### config.mk
export PLATFORM = sky130hd
export DESIGN_NAME = axi4_reg_slice
export DESIGN_NICKNAME = d
export VERILOG_FILES = /design/src/rtl/axi4_pkg.sv /design/src/rtl/axi4_skid_buf.sv /design/src/rtl/axi4_reg_slice.sv
export SDC_FILE = /design/constraint.sdc
export NUM_CORES = 1
export LEC_CHECK = 0
export CORE_UTILIZATION = 44
export DETAILED_ROUTE_END_ITERATION = 8
export PLACE_DENSITY = 0.81
export RECOVER_POWER = 100
export SLEW_MARGIN = 20
export SYNTH_ARGS = -nofsm -noshare
export SYNTH_HDL_FRONTEND = slang
export SYNTH_SLANG_ARGS = --single-unit
### constraint.sdc
create_clock -name AXI_COMMON -period 5.06 [get_ports AXI_COMMON]
set_clock_uncertainty 0.05 [all_clocks]
set_input_delay 1.012 -clock AXI_COMMON [delete_from_list [all_inputs] [get_ports AXI_COMMON]]
set_output_delay 1.012 -clock AXI_COMMON [all_outputs]
set_load 0.01 [all_outputs]
### src/rtl/axi4_pkg.sv
// AXI4 link types shared by the register slice and its skid buffers.
// Optional stall counters in axi4_reg_slice are enabled with AXI4_REG_SLICE_PERF_EN.
package axi4_pkg;

  localparam int AXI4_NUM_CHANNELS = 5;
  localparam int CH_AW = 0;
  localparam int CH_W  = 1;
  localparam int CH_B  = 2;
  localparam int CH_AR = 3;
  localparam int CH_R  = 4;

  typedef enum logic [1:0] {
    SKID_EMPTY = 2'd0,
    SKID_ONE   = 2'd1,
    SKID_TWO   = 2'd2
  } skid_state_e;

  typedef struct packed {
    logic ACLK;
    logic ARESETn;
  } common;

  typedef struct packed {
    logic [3:0]  AWID;
    logic [31:0] AWADDR;
    logic [7:0]  AWLEN;
    logic [2:0]  AWSIZE;
    logic [1:0]  AWBURST;
    logic        AWVALID;
  } aw_m;
  typedef struct packed { logic AWREADY; } aw_s;

  typedef struct packed {
    logic [31:0] WDATA;
    logic [3:0]  WSTRB;
    logic        WLAST;
    logic        WVALID;
  } w_m;
  typedef struct packed { logic WREADY; } w_s;

  typedef struct packed { logic BREADY; } b_m;
  typedef struct packed {
    logic [3:0] BID;
    logic [1:0] BRESP;
    logic       BVALID;
  } b_s;

  typedef struct packed {
    logic [3:0]  ARID;
    logic [31:0] ARADDR;
    logic [7:0]  ARLEN;
    logic [2:0]  ARSIZE;
    logic [1:0]  ARBURST;
    logic        ARVALID;
  } ar_m;
  typedef struct packed { logic ARREADY; } ar_s;

  typedef struct packed { logic RREADY; } r_m;
  typedef struct packed {
    logic [3:0]  RID;
    logic [31:0] RDATA;
    logic [1:0]  RRESP;
    logic        RLAST;
    logic        RVALID;
  } r_s;

  // Payload-only views captured by the skid buffers.
  typedef struct packed {
    logic [3:0]  id;
    logic [31:0] addr;
    logic [7:0]  len;
    logic [2:0]  size;
    logic [1:0]  burst;
  } ax_pl_t;

  typedef struct packed {
    logic [31:0] data;
    logic [3:0]  strb;
    logic        last;
  } w_pl_t;

  typedef struct packed {
    logic [3:0] id;
    logic [1:0] resp;
  } b_pl_t;

  typedef struct packed {
    logic [3:0]  id;
    logic [31:0] data;
    logic [1:0]  resp;
    logic        last;
  } r_pl_t;

endpackage

### src/rtl/axi4_skid_buf.sv
// Two-entry skid buffer for one AXI channel; EN=0 degenerates to wires.
// Handshake: a beat moves on an edge where valid & ready are both 1; valid never drops without a pop.
module axi4_skid_buf
  import axi4_pkg::*;
#(
  parameter type T  = logic,
  parameter int  EN = 1
) (
  input  logic        i_clk,
  input  logic        i_rst_n,
  input  logic        i_valid,
  output logic        o_ready,
  input  T            i_data,
  output logic        o_valid,
  input  logic        i_ready,
  output T            o_data,
  output skid_state_e o_state
);

  if (EN != 0) begin : g_reg
    skid_state_e r_state;
    logic        r_in_ready;
    logic        r_out_valid;
    T            r_out;
    T            r_skid;
    logic        w_push;
    logic        w_pop;

    assign w_push = i_valid & r_in_ready;
    assign w_pop  = r_out_valid & i_ready;

    // in_ready defaults high each cycle and is pulled low only while both entries are full.
    always_ff @(posedge i_clk) begin
      if (!i_rst_n) begin
        r_state     <= SKID_EMPTY;
        r_in_ready  <= 1'b0;
        r_out_valid <= 1'b0;
      end else begin
        r_in_ready <= 1'b1;
        unique case (r_state)
          SKID_EMPTY: begin
            if (w_push) begin
              r_out       <= i_data;
              r_out_valid <= 1'b1;
              r_state     <= SKID_ONE;
            end
          end
          SKID_ONE: begin
            if (w_push && !w_pop) begin
              r_skid     <= i_data;
              r_in_ready <= 1'b0;
              r_state    <= SKID_TWO;
            end else if (!w_push && w_pop) begin
              r_out_valid <= 1'b0;
              r_state     <= SKID_EMPTY;
            end else if (w_push) begin
              r_out <= i_data;
            end
          end
          SKID_TWO: begin
            if (w_pop) begin
              r_out   <= r_skid;
              r_state <= SKID_ONE;
            end else begin
              r_in_ready <= 1'b0;
            end
          end
          default: r_state <= SKID_EMPTY;
        endcase
      end
    end

    assign o_ready = r_in_ready;
    assign o_valid = r_out_valid;
    assign o_data  = r_out;
    assign o_state = r_state;
  end else begin : g_wire
    logic w_unused_clk;
    assign w_unused_clk = i_clk ^ i_rst_n;
    assign o_ready      = i_ready;
    assign o_valid      = i_valid;
    assign o_data       = i_data;
    assign o_state      = SKID_EMPTY;
  end

endmodule

### src/rtl/axi4_reg_slice.sv
// AXI4 register slice: one skid buffer per channel, payload/IDs passed unchanged.
// Define AXI4_REG_SLICE_PERF_EN to add per-channel stall counters (PERF_STALL_CNT).
module axi4_reg_slice
  import axi4_pkg::*;
#(
  parameter int AW_EN = 1,
  parameter int W_EN  = 1,
  parameter int B_EN  = 1,
  parameter int AR_EN = 1,
  parameter int R_EN  = 1
) (
  input  common AXI_COMMON,
  input  aw_m   UP_AW_M,
  output aw_s   UP_AW_S,
  input  w_m    UP_W_M,
  output w_s    UP_W_S,
  input  b_m    UP_B_M,
  output b_s    UP_B_S,
  input  ar_m   UP_AR_M,
  output ar_s   UP_AR_S,
  input  r_m    UP_R_M,
  output r_s    UP_R_S,
  output aw_m   DN_AW_M,
  input  aw_s   DN_AW_S,
  output w_m    DN_W_M,
  input  w_s    DN_W_S,
  output ar_m   DN_AR_M,
  input  ar_s   DN_AR_S,
  output b_m    DN_B_M,
  input  b_s    DN_B_S,
  output r_m    DN_R_M,
  input  r_s    DN_R_S,
  output logic [AXI4_NUM_CHANNELS-1:0][1:0] o_dbg_state
`ifdef AXI4_REG_SLICE_PERF_EN
  ,
  output logic [AXI4_NUM_CHANNELS-1:0][31:0] PERF_STALL_CNT
`endif
);

  logic w_clk;
  logic w_rst_n;
  assign w_clk   = AXI_COMMON.ACLK;
  assign w_rst_n = AXI_COMMON.ARESETn;

  ax_pl_t w_aw_in, w_aw_out, w_ar_in, w_ar_out;
  w_pl_t  w_w_in, w_w_out;
  b_pl_t  w_b_in, w_b_out;
  r_pl_t  w_r_in, w_r_out;
  logic [AXI4_NUM_CHANNELS-1:0] w_out_valid, w_out_ready, w_in_ready;
  skid_state_e w_st_aw, w_st_w, w_st_b, w_st_ar, w_st_r;

  assign w_aw_in = '{id: UP_AW_M.AWID, addr: UP_AW_M.AWADDR, len: UP_AW_M.AWLEN,
                     size: UP_AW_M.AWSIZE, burst: UP_AW_M.AWBURST};
  assign w_ar_in = '{id: UP_AR_M.ARID, addr: UP_AR_M.ARADDR, len: UP_AR_M.ARLEN,
                     size: UP_AR_M.ARSIZE, burst: UP_AR_M.ARBURST};
  assign w_w_in  = '{data: UP_W_M.WDATA, strb: UP_W_M.WSTRB, last: UP_W_M.WLAST};
  assign w_b_in  = '{id: DN_B_S.BID, resp: DN_B_S.BRESP};
  assign w_r_in  = '{id: DN_R_S.RID, data: DN_R_S.RDATA, resp: DN_R_S.RRESP, last: DN_R_S.RLAST};

  assign w_out_ready = {UP_R_M.RREADY, DN_AR_S.ARREADY, UP_B_M.BREADY, DN_W_S.WREADY, DN_AW_S.AWREADY};

  axi4_skid_buf #(.T(ax_pl_t), .EN(AW_EN)) u_aw (
    .i_clk(w_clk), .i_rst_n(w_rst_n),
    .i_valid(UP_AW_M.AWVALID), .o_ready(w_in_ready[CH_AW]), .i_data(w_aw_in),
    .o_valid(w_out_valid[CH_AW]), .i_ready(w_out_ready[CH_AW]), .o_data(w_aw_out),
    .o_state(w_st_aw));

  axi4_skid_buf #(.T(w_pl_t), .EN(W_EN)) u_w (
    .i_clk(w_clk), .i_rst_n(w_rst_n),
    .i_valid(UP_W_M.WVALID), .o_ready(w_in_ready[CH_W]), .i_data(w_w_in),
    .o_valid(w_out_valid[CH_W]), .i_ready(w_out_ready[CH_W]), .o_data(w_w_out),
    .o_state(w_st_w));

  axi4_skid_buf #(.T(b_pl_t), .EN(B_EN)) u_b (
    .i_clk(w_clk), .i_rst_n(w_rst_n),
    .i_valid(DN_B_S.BVALID), .o_ready(w_in_ready[CH_B]), .i_data(w_b_in),
    .o_valid(w_out_valid[CH_B]), .i_ready(w_out_ready[CH_B]), .o_data(w_b_out),
    .o_state(w_st_b));

  axi4_skid_buf #(.T(ax_pl_t), .EN(AR_EN)) u_ar (
    .i_clk(w_clk), .i_rst_n(w_rst_n),
    .i_valid(UP_AR_M.ARVALID), .o_ready(w_in_ready[CH_AR]), .i_data(w_ar_in),
    .o_valid(w_out_valid[CH_AR]), .i_ready(w_out_ready[CH_AR]), .o_data(w_ar_out),
    .o_state(w_st_ar));

  axi4_skid_buf #(.T(r_pl_t), .EN(R_EN)) u_r (
    .i_clk(w_clk), .i_rst_n(w_rst_n),
    .i_valid(DN_R_S.RVALID), .o_ready(w_in_ready[CH_R]), .i_data(w_r_in),
    .o_valid(w_out_valid[CH_R]), .i_ready(w_out_ready[CH_R]), .o_data(w_r_out),
    .o_state(w_st_r));

  assign UP_AW_S = '{AWREADY: w_in_ready[CH_AW]};
  assign UP_W_S  = '{WREADY: w_in_ready[CH_W]};
  assign UP_AR_S = '{ARREADY: w_in_ready[CH_AR]};
  assign DN_B_M  = '{BREADY: w_in_ready[CH_B]};
  assign DN_R_M  = '{RREADY: w_in_ready[CH_R]};

  assign DN_AW_M = '{AWID: w_aw_out.id, AWADDR: w_aw_out.addr, AWLEN: w_aw_out.len,
                     AWSIZE: w_aw_out.size, AWBURST: w_aw_out.burst, AWVALID: w_out_valid[CH_AW]};
  assign DN_AR_M = '{ARID: w_ar_out.id, ARADDR: w_ar_out.addr, ARLEN: w_ar_out.len,
                     ARSIZE: w_ar_out.size, ARBURST: w_ar_out.burst, ARVALID: w_out_valid[CH_AR]};
  assign DN_W_M  = '{WDATA: w_w_out.data, WSTRB: w_w_out.strb, WLAST: w_w_out.last,
                     WVALID: w_out_valid[CH_W]};
  assign UP_B_S  = '{BID: w_b_out.id, BRESP: w_b_out.resp, BVALID: w_out_valid[CH_B]};
  assign UP_R_S  = '{RID: w_r_out.id, RDATA: w_r_out.data, RRESP: w_r_out.resp,
                     RLAST: w_r_out.last, RVALID: w_out_valid[CH_R]};

  assign o_dbg_state = {w_st_r, w_st_ar, w_st_b, w_st_w, w_st_aw};

`ifdef AXI4_REG_SLICE_PERF_EN
  logic [AXI4_NUM_CHANNELS-1:0][31:0] r_stall_cnt;

  // A stall is a cycle where the channel output is offered but not taken.
  always_ff @(posedge w_clk) begin
    for (int c = 0; c < AXI4_NUM_CHANNELS; c++) begin
      if (!w_rst_n) begin
        r_stall_cnt[c] <= '0;
      end else if (w_out_valid[c] && !w_out_ready[c] && (r_stall_cnt[c] != 32'hFFFF_FFFF)) begin
        r_stall_cnt[c] <= r_stall_cnt[c] + 32'd1;
      end
    end
  end

  assign PERF_STALL_CNT = r_stall_cnt;
`else
  logic w_perf_unused;
  assign w_perf_unused = ^{w_out_valid, w_out_ready};
`endif

endmodule

==> results.toml, run 1 <==
[timing]
setup_ws_ns = 0.375
slew_viol_final = 225
fin_crit_sh = 0.926
maxSlewHeadroom = -1.61
finalSetupViolCount = 0
final_hold_viol_count = 0
min_period_ns = 4.69
tightest_slew_ns = 3.90
max_freq_mhz = 213
rsz0062_at_grt = "no"

[setup_path]
cp_num_buf_inv = 1
cp_max_fo = 49
crit_required_ns = 5.05
path_delay_family = "simple AND/OR/NAND/NOR gates"
r2r_cells = 6
crit_slowest_cell = "nor3_2"
cp-startpoint = "DN_AR_S"
cp_num_cells = 4
worstPathCellList = "dlygate4sd3_1 -> and2_4 -> a21oi_1 -> nor3_2"
cpPeakStageDelay_ns = 2.83
end_kind = "flop"
path_class = "in -> reg"
arrival_ns = 4.67
r2r_start = "u_ar.o_state[0]"
critPathLaunchType = "primary input"

[worst_hold_path]
hp-class = "clk -> reg"
hold_depth = 4
holdCritStartpoint = "AXI_COMMON[0]"

[clock_tree]
clock_insertion_delay_worst_skew_ns = 0.53
cts_hold_buffers = 0
clkSlewWorstSetupHoldPaths_ns = 0.06
cts_tree = "yes"

[synth]
yosysWarnings = 0
synth_edf_count = 360
synth_cell_type_count = 57
synth_seq_cells = 380
syn-instance-count = 772
syn-cell-area_mm2 = 0.0146
syn_nets = 989
synth_seq_area_share = 0.765
synth.avg_cell_area_um2 = 19.0
ys.flop_type = "edfxtp_1"
async_reset_ff_frac = 0

[drt]
vias_per_cell = 5.12
first_pass_iters = 7
wire_per_inst_um = 19.6
met3WireLength_mm = 4.23
routed_wl_mm = 34.5
num_vias = 9000
ant_nets = 0
drtIter0Drc = 564
met1_length_mm = 11.8
drc = 0
top_layer = "met5"
wl_met2_mm = 17.4

[global_routing]
grt_max_degree = 50
antenna_found_initial = 9
gr-total-overflow = 0
grt.total_usage = 0.208
grt_pass1_wl_mm = 52.4
grt_pass1_vias = 10768

[run_status]
violations = "capacitance limit, slew limit"
status = "finished with violations"

[layout]
final_layout_size_suffix_gt1_frac = 0.207
layout_commonest_cell = "dlygate4sd3_1"
final_cell_mix = "dlygate4sd3_1, edfxtp_1, mux2_2, clkbuf_1, clkbuf_16"
nNetsFinal = 1468
area_delta_synth_final_pct = 44.0
nFillCells = 2229

[run]
max_cap_violations = 5

[place]
gp_congestion = 0.820
portBuffers = 390
place_ws_ns = -0.169
post-dp-hpwl_mm = 20.8

[floorplanning]
initial_core_util = 0.449
die_w_um = 184
fp.coreArea_mm2 = 0.0326
die_area_mm2 = 0.0340
die_h_um = 184
num_io_pins = 392
rows = 66

[pwr]
vdd_drop_max_mv = 0.300
finalPower_w = 0.00994
p_leak_nw = 7.30
power.density_mw_per_mm2 = 471
cell usage after synthesis, types with 3 or more instances:
master | number | share of area
edfxtp_1 | 360 | 0.74
mux2_2 | 180 | 0.14
ha_1 | 25 | 0.021
dfxtp_1 | 20 | 0.027
buf_2 | 18 | 0.0061
inv_1 | 17 | 0.0044
nand2_1 | 17 | 0.0044
a21oi_1 | 13 | 0.0044
nand3_1 | 13 | 0.0044
nor2_1 | 12 | 0.0031
o21ai_0 | 8 | 0.0027
and3_1 | 6 | 0.0026
buf_4 | 6 | 0.0031
nor3_1 | 6 | 0.0020
clkbuf_1 | 5 | 0.0013
a31o_1 | 4 | 0.0024
o21ai_1 | 4 | 0.0014
a22o_1 | 3 | 0.0018
nand2b_1 | 3 | 0.0013
nor4_1 | 3 | 0.0013
worst register-to-register path, stage by stage, from the launching register on:
cell	delay (ns)
dfxtp_1	0.44
inv_1	0.11
ha_1	0.27
buf_4	0.16
nor3_2	0.16
a21oi_1	0.07
nor3_2	2.83
where the power goes:
group          leakage [nW]  switching (W)  total [W]  internal (W)
logic                  2.74       0.000709    0.00154      0.000829
registers              3.43       0.000160    0.00422       0.00406
clock network          1.13        0.00185    0.00419       0.00234
sequential cells by signal, indices dropped and copies added (netlist names), 6 cells and up:
register / flops
u_ar.g_reg.r_skid: 49
u_ar.o_data: 49
u_aw.g_reg.r_skid: 49
u_aw.o_data: 49
u_r.g_reg.r_skid: 39
u_r.o_data: 39
u_w.g_reg.r_skid: 37
u_w.o_data: 37
u_b.g_reg.r_skid: 6
u_b.o_data: 6
routing by layer:
layer,up-vias,GRT usage
li1,4045,-
met1,4304,0.176
met2,536,0.308
met3,111,0.165
met4,4,0.186
met5,-,0
stage by stage:
step                      hold WS (ns)  std cells   util  cell area, um2  TNS, ns
after floorplan                  0.229        772      -           14700        0
after global placement          0.0675       1579  0.583           19000    -4.95
after detailed placement        0.0675       1579  0.583           19000    -6.60
after CTS                      -0.0651       1750  0.678           22100        0
after global routing             0.348       1756  0.647           21100        0
final                            0.175       1757  0.647           21100        0
cell families (layout without fill, tap and decap cells):
logic type / count (synthesis) / in the layout / synth area share
AOI/OAI and AO/OA: 59 / 59 / 0.0284
xor gates and xnor gates: 1 / 1 / 0.000598
adders and majority gates: 25 / 25 / 0.0214
buffers and inverters: 49 / 585 / 0.0167
DFF: 380 / 380 / 0.765
muxes: 182 / 182 / 0.140
other: 0 / 7 / 0
and+or+nand+nor: 76 / 76 / 0.0280
final cells by class:
| cell class | count | area (um2) | area share |
|---|---|---|---|
| flip-flops and latches | 380 | 11200 | 0.531 |
| diodes | 7 | 17.5 | 0.000830 |
| clock inverters | 63 | 628 | 0.0298 |
| well taps | 442 | 553 | 0.0262 |
| inverters | 16 | 60.1 | 0.00285 |
| repair buffers | 401 | 3960 | 0.187 |
| multi-input cells | 343 | 3210 | 0.152 |
| clock buffers | 105 | 1470 | 0.0696 |
repair_timing:
item / 4_1_cts / 5_1_grt
endpoints found under the setup margin: 91 / 0
gates resized for setup: 3 / 0
setup buffers: 4 / 0
path summary, 6_finish.rpt:
kind,slack (ns),end
min,0.17,u_w.o_valid
max,0.37,u_ar.o_data[27]
max reg2reg,0.45,u_ar.o_data[27]
min reg2reg,0.49,u_ar.o_valid
Note: power is estimated with default switching activity, not from simulation.
==> run 2: changes to the inputs <==
--- a/config.mk
+++ b/config.mk
@@ -9,6 +9,7 @@
 export DETAILED_ROUTE_END_ITERATION = 8
 export PLACE_DENSITY = 0.81
 export RECOVER_POWER = 100
+export REMOVE_ABC_BUFFERS = 1
 export SLEW_MARGIN = 20
 export SYNTH_ARGS = -nofsm -noshare
 export SYNTH_HDL_FRONTEND = slang
==> run 2 against run 1 <==
  * The run still ends with capacitance limit, slew limit left
  * First-iteration DRC count shrank 4.6%
  * Routed wire length grew 4.3%
  * Clock power shrank 6.0%
  * Via count grew 0.90%
  * Non-clock buffer count is the same
  * Combinational power is essentially flat
  * Hold slack gained 0.076 ns
  * Die area is the same
==> results.toml, run 2 (synthesis results as in run 1) <==
[floorplanning]
rows = 66
initial_core_util = 0.449
die_h_um = 184
num_io_pins = 392
die_area_mm2 = 0.0340
fp.coreArea_mm2 = 0.0326
die_w_um = 184

[layout]
stdcell_area_mm2 = 0.0210
nFillCells = 2212
layout_commonest_cell = "dlygate4sd3_1"
final_cell_mix = "dlygate4sd3_1, edfxtp_1, mux2_2, clkbuf_1, clkbuf_16"
area_delta_synth_final_pct = 43.4
final_cells = 1750
utilization = 0.644
final_layout_size_suffix_gt1_frac = 0.199
nNetsFinal = 1467

[global_routing]
grt.total_usage = 0.218
antenna_found_initial = 7
gr-total-overflow = 0
grt_max_degree = 54
grt_pass1_vias = 11084
grt_pass1_wl_mm = 53.7

[setup_path]
critPathLaunchType = "primary input"
r2r_cells = 6
cp_num_cells = 4
cp-startpoint = "DN_AR_S"
crit_slowest_cell = "nor3_2"
cpPeakStageDelay_ns = 2.70
arrival_ns = 4.60
cp_num_buf_inv = 1
crit_required_ns = 5.05
cp_max_fo = 49
end_kind = "flop"
worstPathCellList = "dlygate4sd3_1 -> and2_4 -> a21oi_1 -> nor3_2"
r2r_start = "u_ar.o_state[0]"
path_class = "in -> reg"
path_delay_family = "simple AND/OR/NAND/NOR gates"

[pwr]
p_leak_nw = 7.27
pwr-share-seq = 0.435
p_int_w = 0.00705
p_sw_frac = 0.274
finalPower_w = 0.00971
power_frac_comb = 0.159
vdd_drop_max_mv = 0.348
p_sw_w = 0.00266
power.density_mw_per_mm2 = 462
p_clk_frac = 0.406

[worst_hold_path]
hold_depth = 4
hp-class = "clk -> reg"
holdCritStartpoint = "AXI_COMMON[0]"

[timing]
holdWs_ns = 0.251
min_period_ns = 4.61
slew_viol_final = 256
fin_crit_sh = 0.912
maxSlewHeadroom = -1.47
max_freq_mhz = 217
final_hold_viol_count = 0
rsz0062_at_grt = "no"
tightest_slew_ns = 3.68
finalSetupViolCount = 0

[run]
max_cap_violations = 6

[run_status]
violations = "capacitance limit, slew limit"
status = "finished with violations"

[drt]
drc = 0
num_vias = 9081
ant_nets = 0
drtIter0Drc = 538
routed_wl_mm = 36.0
wire_per_inst_um = 20.5
first_pass_iters = 7
vias_per_cell = 5.19

[clock_tree]
cts_hold_buffers = 0
clock_insertion_delay_worst_skew_ns = 0.52
cts_tree = "yes"
clkSlewWorstSetupHoldPaths_ns = 0.06

[place]
post-dp-hpwl_mm = 22.0
placed_cells = 1583
gp_congestion = 0.822
place_area_mm2 = 0.0190
portBuffers = 390
==> run 2: final timing paths <==
| kind | to | slack [ns] |
|---|---|---|
| setup / recovery | u_ar.o_data[45] | 0.45 |
| hold / removal | u_w.o_valid | 0.25 |
| setup reg to reg | u_ar.o_data[45] | 0.58 |
| hold reg to reg | u_ar.o_data[35] | 0.49 |
==> run 2: routing by layer <==
| layer | GRT usage | share of wire |
|---|---|---|
| met1 | 0.176 | 0.33 |
| met2 | 0.314 | 0.50 |
| met3 | 0.181 | 0.13 |
| met4 | 0.223 | 0.037 |
| met5 | 0.00593 | 0.0012 |
==> run 2: metrics by stage <==
stage	worst slack, ns	setup TNS (ns)
floorplan	-1.01	-63.72
global placement	-0.678	-69.87
detailed placement	-0.687	-72.62
CTS	0.297	0
global route	0.0723	0
finish	0.447	0
==> run 2: power by group through the flow <==
| stage | Sequential, W | Combinational [W] | Clock [W] |
|---|---|---|---|
| 2_1_floorplan | 0.00443 | 0.000513 | 0.000312 |
| 3_3_place_gp | 0.00426 | 0.00163 | 0.000312 |
| 3_5_place_dp | 0.00429 | 0.00167 | 0.000312 |
| 4_1_cts | 0.00424 | 0.00170 | 0.00485 |
| 5_1_grt | 0.00427 | 0.00165 | 0.00423 |
| 6_report | 0.00422 | 0.00154 | 0.00394 |
==> run 2: layout make-up <==
| type | count | area (um2) | share of cell area |
|---|---|---|---|
| inverters | 16 | 60.1 | 0.00286 |
| flip-flops and latches | 380 | 11200 | 0.534 |
| multi-input cells | 343 | 3200 | 0.153 |
| clock buffers | 115 | 1500 | 0.0715 |
| clock inverters | 49 | 512 | 0.0244 |
| repair buffers | 401 | 3950 | 0.188 |
| well taps | 442 | 553 | 0.0263 |
| diodes | 4 | 10.0 | 0.000477 |
==> run 2: worst register-to-register path, delay by kind of cell (launching register included) <==
| kind | cells | cell delay (ns) |
|---|---|---|
| simple gates | 1 | 2.70 |
| compound gates | 2 | 0.38 |
| flops | 1 | 0.36 |
| fa+ha+maj | 1 | 0.25 |
| buf+inv | 2 | 0.20 |
==> run 2: what timing repair did <==
item | 4_1_cts | 5_1_grt
setup buffers | 0 | 0
gates resized for setup | 3 | 0
endpoints found under the setup margin | 92 | 0
